--- src/rtl/prince_sbox_layer_sched.sv ---
// Sequencer for a nibble-serial 4-share TI PRINCE S-box layer: read issue, valid-gated stage enables, write-back.
// Optional stall input under macro SBOX_SCHED_STALL_EN.
module prince_sbox_layer_sched #(
    parameter int unsigned  NIBBLES     = 16,
    parameter int unsigned  PIPE_STAGES = 3,
    localparam int unsigned IDXW        = $clog2(NIBBLES)
) (
    input  logic                   clk,
    input  logic                   rst_n,
    input  logic                   start_i,
    input  logic                   inv_i,
`ifdef SBOX_SCHED_STALL_EN
    input  logic                   stall_i,
`endif
    output logic                   busy_o,
    output logic                   done_o,
    output logic                   sel_inv_o,
    output logic                   rd_en_o,
    output logic [IDXW-1:0]        rd_idx_o,
    output logic [PIPE_STAGES-1:0] stage_en_o,
    output logic                   wr_en_o,
    output logic [IDXW-1:0]        wr_idx_o
);

    localparam logic [IDXW-1:0] LAST_IDX = IDXW'(NIBBLES - 1);

    typedef enum logic [1:0] {
        S_IDLE  = 2'd0,
        S_ISSUE = 2'd1,
        S_DRAIN = 2'd2,
        S_DONE  = 2'd3
    } state_e;

    state_e                  state_q, state_d;
    logic [IDXW-1:0]         issue_q, issue_d;
    logic [IDXW-1:0]         wr_q, wr_d;
    logic [PIPE_STAGES-1:0]  v_q, v_d;
    logic                    sel_inv_q, sel_inv_d;
    logic                    stall;

    // Stall only freezes an active layer; IDLE and the DONE pulse are unaffected.
`ifdef SBOX_SCHED_STALL_EN
    assign stall = stall_i && ((state_q == S_ISSUE) || (state_q == S_DRAIN));
`else
    assign stall = 1'b0;
`endif

    // State register
    always_ff @(posedge clk or negedge rst_n) begin
        if (!rst_n) begin
            state_q <= S_IDLE;
        end else begin
            state_q <= state_d;
        end
    end

    // Next-state logic
    always_comb begin
        state_d = state_q;
        case (state_q)
            S_IDLE:  if (start_i) state_d = S_ISSUE;
            S_ISSUE: if (!stall && (issue_q == LAST_IDX)) state_d = S_DRAIN;
            S_DRAIN: if (wr_en_o && (wr_q == LAST_IDX)) state_d = S_DONE;
            S_DONE:  state_d = S_IDLE;
            default: state_d = S_IDLE;
        endcase
    end

    // Output decode; stage k is enabled only when stage k-1 holds a valid nibble
    always_comb begin
        busy_o     = (state_q != S_IDLE);
        done_o     = (state_q == S_DONE);
        rd_en_o    = (state_q == S_ISSUE) && !stall;
        wr_en_o    = v_q[PIPE_STAGES-1] && !stall;
        rd_idx_o   = issue_q;
        wr_idx_o   = wr_q;
        sel_inv_o  = sel_inv_q;
        stage_en_o = '0;
        if (!stall) begin
            stage_en_o    = v_q << 1;
            stage_en_o[0] = rd_en_o;
        end
    end

    // Counters, valid shift register and inverse select
    always_comb begin
        issue_d   = issue_q;
        wr_d      = wr_q;
        v_d       = v_q;
        sel_inv_d = sel_inv_q;
        if ((state_q == S_IDLE) && start_i) begin
            sel_inv_d = inv_i;
        end
        if (rd_en_o) begin
            issue_d = (issue_q == LAST_IDX) ? '0 : issue_q + IDXW'(1);
        end
        if (wr_en_o) begin
            wr_d = (wr_q == LAST_IDX) ? '0 : wr_q + IDXW'(1);
        end
        if (!stall) begin
            v_d    = v_q << 1;
            v_d[0] = rd_en_o;
        end
    end

    always_ff @(posedge clk or negedge rst_n) begin
        if (!rst_n) begin
            issue_q   <= '0;
            wr_q      <= '0;
            v_q       <= '0;
            sel_inv_q <= 1'b0;
        end else begin
            issue_q   <= issue_d;
            wr_q      <= wr_d;
            v_q       <= v_d;
            sel_inv_q <= sel_inv_d;
        end
    end

endmodule

--- config.mk ---
export PLATFORM = sky130hd
export DESIGN_NAME = prince_sbox_layer_sched
export DESIGN_NICKNAME = d
export VERILOG_FILES = /design/src/rtl/prince_sbox_layer_sched.sv
export SDC_FILE = /design/constraint.sdc
export NUM_CORES = 1
export LEC_CHECK = 0
export ABC_CLOCK_PERIOD_IN_PS = 1890
export CORE_MARGIN = 2
export CORE_UTILIZATION = 44
export DETAILED_ROUTE_END_ITERATION = 8
export GPL_ROUTABILITY_DRIVEN = 0
export PLACE_DENSITY_LB_ADDON = 0.05
export SLEW_MARGIN = 25
export SYNTH_ARGS = -nofsm -noshare
export SYNTH_HDL_FRONTEND = slang
export SYNTH_SLANG_ARGS = --single-unit
--- constraint.sdc ---
create_clock -name clk -period 1.89 [get_ports clk]
set_input_delay 0.378 -clock clk [delete_from_list [all_inputs] [get_ports clk]]
set_output_delay 0.378 -clock clk [all_outputs]
set_load 0.05 [all_outputs]
### Word level (Yosys, flattened, before mapping)

Cells that the tools add are included.

* bits in registers: 14
* latch bits: 0
* RAM bits: 0
* ROM bits: 0
* input port bits: 4
* output and inout bits: 16
* word-level logic and storage cells: 26
* memories kept: 0

* $add $sub $neg: 2
* $mul: 0
* divide/modulo/power cells: 0
* order comparisons: 0
* equality and inequality tests: 8
* shifts and indexed selects: 0
* multiplexer cells: 6
* bitwise operators: 0
* reductions and logical operators: 5

Operator list (number)
* 4-bit by 1-bit adder with 4-bit output, second input constant: 2
* 4-bit == test, second input constant: 2
* 4-bit two-way mux: 2
* 2-bit case mux with 4 select lines: 1
* 2-bit two-way mux: 3
* 2-bit == test, second input constant: 2
* 2-bit != test, second input constant: 2
* 3-bit AND reduction: 1
* 2-bit by 1-bit == test with 1-bit output, second input constant: 1
* 1-bit logical AND: 2
* 2-bit logical NOT: 1
* 2-bit by 1-bit != test with 1-bit output, second input constant: 1
* 2-bit nonzero test: 1

### Logic depth before layout (Yosys ltp)

* word-level depth: 4
* mapped depth: 5
* gate-level depth less buffers: 5

### Least setup slack after synthesis

OpenSTA, ideal clock, no wires.

* path type: register to register
* start: register state_q[1]
* end: register state_q[1]
* setup time: 0.125 ns
* arrival time: 1.676 ns
* required time: 1.765 ns
* slack: 0.089 ns
* stages on the path, launching flop included: 6
* buffers on the path: 0
* path through: dfrtp_1 -> inv_1 -> ha_1 -> nand2_1 -> o211ai_2 -> mux2_4

* longest elaborated chain between the ends: 3

Ends and longest elaborated chain
* from (decl): line 34 `state_e state_q, state_d;`
* from (signal assigned): line 53 `state_q <= state_d;`
* 2-bit by 1-bit == test with 1-bit output *
* via rd_en_o: line 18 `output logic rd_en_o,`
* 2-bit by 1-bit != test with 1-bit output (no source line)
* 3-bit AND reduction (no source line)

Mark *: on every way through the listed nets, which the timed path passes. The rest lies on a longest branch.
A chain may end at the register's enable or synchronous reset.

### Worst setup path after layout

* start: register v_q[0]
* end: output port stage_en_o[1]

RTL lines
* from (decl): line 37 `logic [PIPE_STAGES-1:0] v_q, v_d;`
* from (signal assigned): line 115 `v_q <= v_d;`
* to (decl): line 20 `output logic [PIPE_STAGES-1:0] stage_en_o,`

No word-level cell between the ends.

==> run_results.csv <==
group,metric,value,unit
layout,multi_input_area,278,sq um
sta,setup_viol,0,
floorplan,core-area,1330,sq um
sta,post-route-period-util,0.954,
global_routing,first_global_vias,472,
critical_path,rr_worst_depth,5,
route,post_drt_wl_per_cell,12.5,um
logic_synthesis,yosys.area.top_type_share,0.538,
logic_synthesis,async_reset_ff_frac,1.00,
route,viasPerCell,5.26,
hold_path,hold_class,"reg -> reg",
logic_synthesis,synth_edf_count,0,
layout,drive_gt1_frac,0.333,
clock_network,cts_buffers,3,
critical_path,critPathRequiredTime,1510,ps
global_routing,gr-usage-all-layers,0.148,
logic_synthesis,synth-seq-cells,14,
critical_path,slowest_stage,"clkdlybuf4s50_1",
logic_synthesis,synthDistinctLibCells,18,
clock_network,cts_htree_levels,1,
layout,syn_to_final_growth,37.5,%
clock_network,hold_buffers,0,
critical_path,crit_start,"v_q[0]",
clock_network,cts_tree,"built",
hold_path,holdPathStages,0,
logic_synthesis,synth_most_common_cell,"dfrtp_1",
logic_synthesis,netlist_top_cells_area,"dfrtp_1 54%, ha_1 12%, mux2_2 5.2%",
hold_path,min_to,"v_q[1]",
logic_synthesis,syn_inst,55,
logic_synthesis,synth_nets,65,
floorplan,initial_core_util,0.488,
global_routing,grt_pass1_wl,1.99,mm
sta,max-slew-margin-rel,0.668,
route,drt-total-wl,1.17,mm
logic_synthesis,synth-warning-count,0,
layout,fillers,110,
global_routing,grt_max_degree,15,
clock_network,cts.clk_slew.worst_paths,80,ps
critical_path,cpPeakStageDelay,800,ps
job,maxCapViolations,0,
critical_path,critical_path_arrival,1430,ps
global_routing,gr-total-overflow,0,
sta,slew_violations,0,
sta,setup_ws,86.9,ps
clock_network,ctsResizeCount,0,
placement,post-place-ws,374,ps
sta,clock.fmax,0.555,GHz
floorplan,fp.dieW,42.5,um
status,status,"finished, final reports clean",
sta,finalSetupTns,0,ps
clock_network,clockBufferDepth,2,
clock_network,clock_latency,270,ps
floorplan,ioPinCount,20,
global_routing,antenna_found_initial,0,
critical_path,crit_path_start_kind,"register",
critical_path,cp_cell_sequence,"clkdlybuf4s50_1",
clock_network,post_cts_buffers,0,
critical_path,path_class,"reg -> out",
sta,tightest_slew,496,ps
layout,register_area,350,sq um
route,drc,0,
sta,hold_violations,0,
logic_synthesis,yosys.area.top_type,"dfrtp_1",
hold_path,min_from,"v_q[0]",
floorplan,row_count,13,
floorplan,die-area,1800,sq um
clock_network,cts_root_buf,"clkbuf_4",
logic_synthesis,syn_area_per_cell,11.8,sq um
critical_path,rrSetupSlack,430,ps
critical_path,r2r_end,"state_q[1]",
logic_synthesis,syn_area,651,sq um
logic_synthesis,synth-main-ff-cell,"dfrtp_1",
layout,nNetsFinal,90,
sta,rsz0062_at_grt,"no",
route,drtIter0Drc,1,
placement,io_buffers,19,
sta,period_minus_slack,1800,ps
placement,dp_hpwl,871,um
critical_path,cpLargestDelayFamily,"buffers and inverters",
critical_path,critPathBufInv,1,
critical_path,reg2reg_from,"state_q[0]",
layout,antenna_cells,0,
logic_synthesis,ys_seq_area_frac,0.538,
floorplan,fp.dieH,42.5,um
clock_network,cts_sinks,14,
critical_path,cp_max_fo,2,
critical_path,end_kind,"output pin",
logic_synthesis,synthTopCellsByCount,"14 x dfrtp_1, 6 x ha_1, 5 x nand2_1, 5 x o21ai_0, 4 x inv_1",
route,drtPass1Iterations,3,
sta,skew,4.19,ps
route,num_vias,489,
route,final_antenna_net_count,0,
==> registers in the layout, summed over array words and instances (netlist names) <==
register / count
rd_idx_o: 4
wr_idx_o: 4
v_q: 3
state_q: 2
sel_inv_o: 1
==> worst max-delay path by stage <==
stage	cells after the start	endpoint
6_report	1	stage_en_o[1]
5_1_grt	1	sel_inv_o
4_1_cts	1	stage_en_o[2]
3_5_place_dp	1	stage_en_o[2]
3_3_place_gp	1	stage_en_o[1]
2_1_floorplan	5	state_q[1]
==> cells in the final DEF, fill, tap and decap left out <==
cell type	n
nand4_1	2
nor2_1	1
mux2_2	3
nand3_1	3
clkdlybuf4s50_1	6
mux2i_1	1
clkbuf_4	3
ha_1	6
nand2_1	5
mux2_4	1
a21oi_1	2
a22oi_1	1
inv_1	4
xnor2_1	2
o211ai_2	1
dfrtp_1	14
o21ai_2	1
nand2_2	2
buf_4	12
buf_12	3
o21ai_0	5
==> cell type report <==
cell class / instances / area share
clock buffer: 3 / 0.0252
inverter: 4 / 0.0168
multi-input combinational: 36 / 0.310
sequential: 14 / 0.392
tap: 15 / 0.0210
timing repair buffer: 21 / 0.235
==> kinds of logic after synthesis <==
| group | synth area share |
|---|---|
| flip-flops | 0.538 |
| AND/OR/NAND/NOR | 0.0961 |
| AO/OA/AOI/OAI | 0.0981 |
| adder cells (fa/ha/maj) | 0.115 |
| buffers and inverters | 0.0346 |
| multiplexers | 0.0904 |
| XOR/XNOR | 0.0269 |
==> layer usage <==
layer,share of wire,vias to the layer above,GRT usage
li1,-,235,-
met1,0.45,235,0.189
met2,0.48,17,0.234
met3,0.070,2,0.0345
met4,0.0043,0,0.0750
met5,0,-,0
==> per-stage QoR <==
stage	cells	utilization	hold slack (ps)	area, sq um
after global placement	90	0.654	359	872
final	93	0.671	389	895
after CTS	93	0.671	395	895
after detailed placement	90	0.654	371	872
after floorplan	55	-	82.4	651
after global routing	93	0.671	398	895
Power is left out: the tool's default activity adds up to more than one toggle a clock period on the data nets, which glitch-free logic cannot reach.
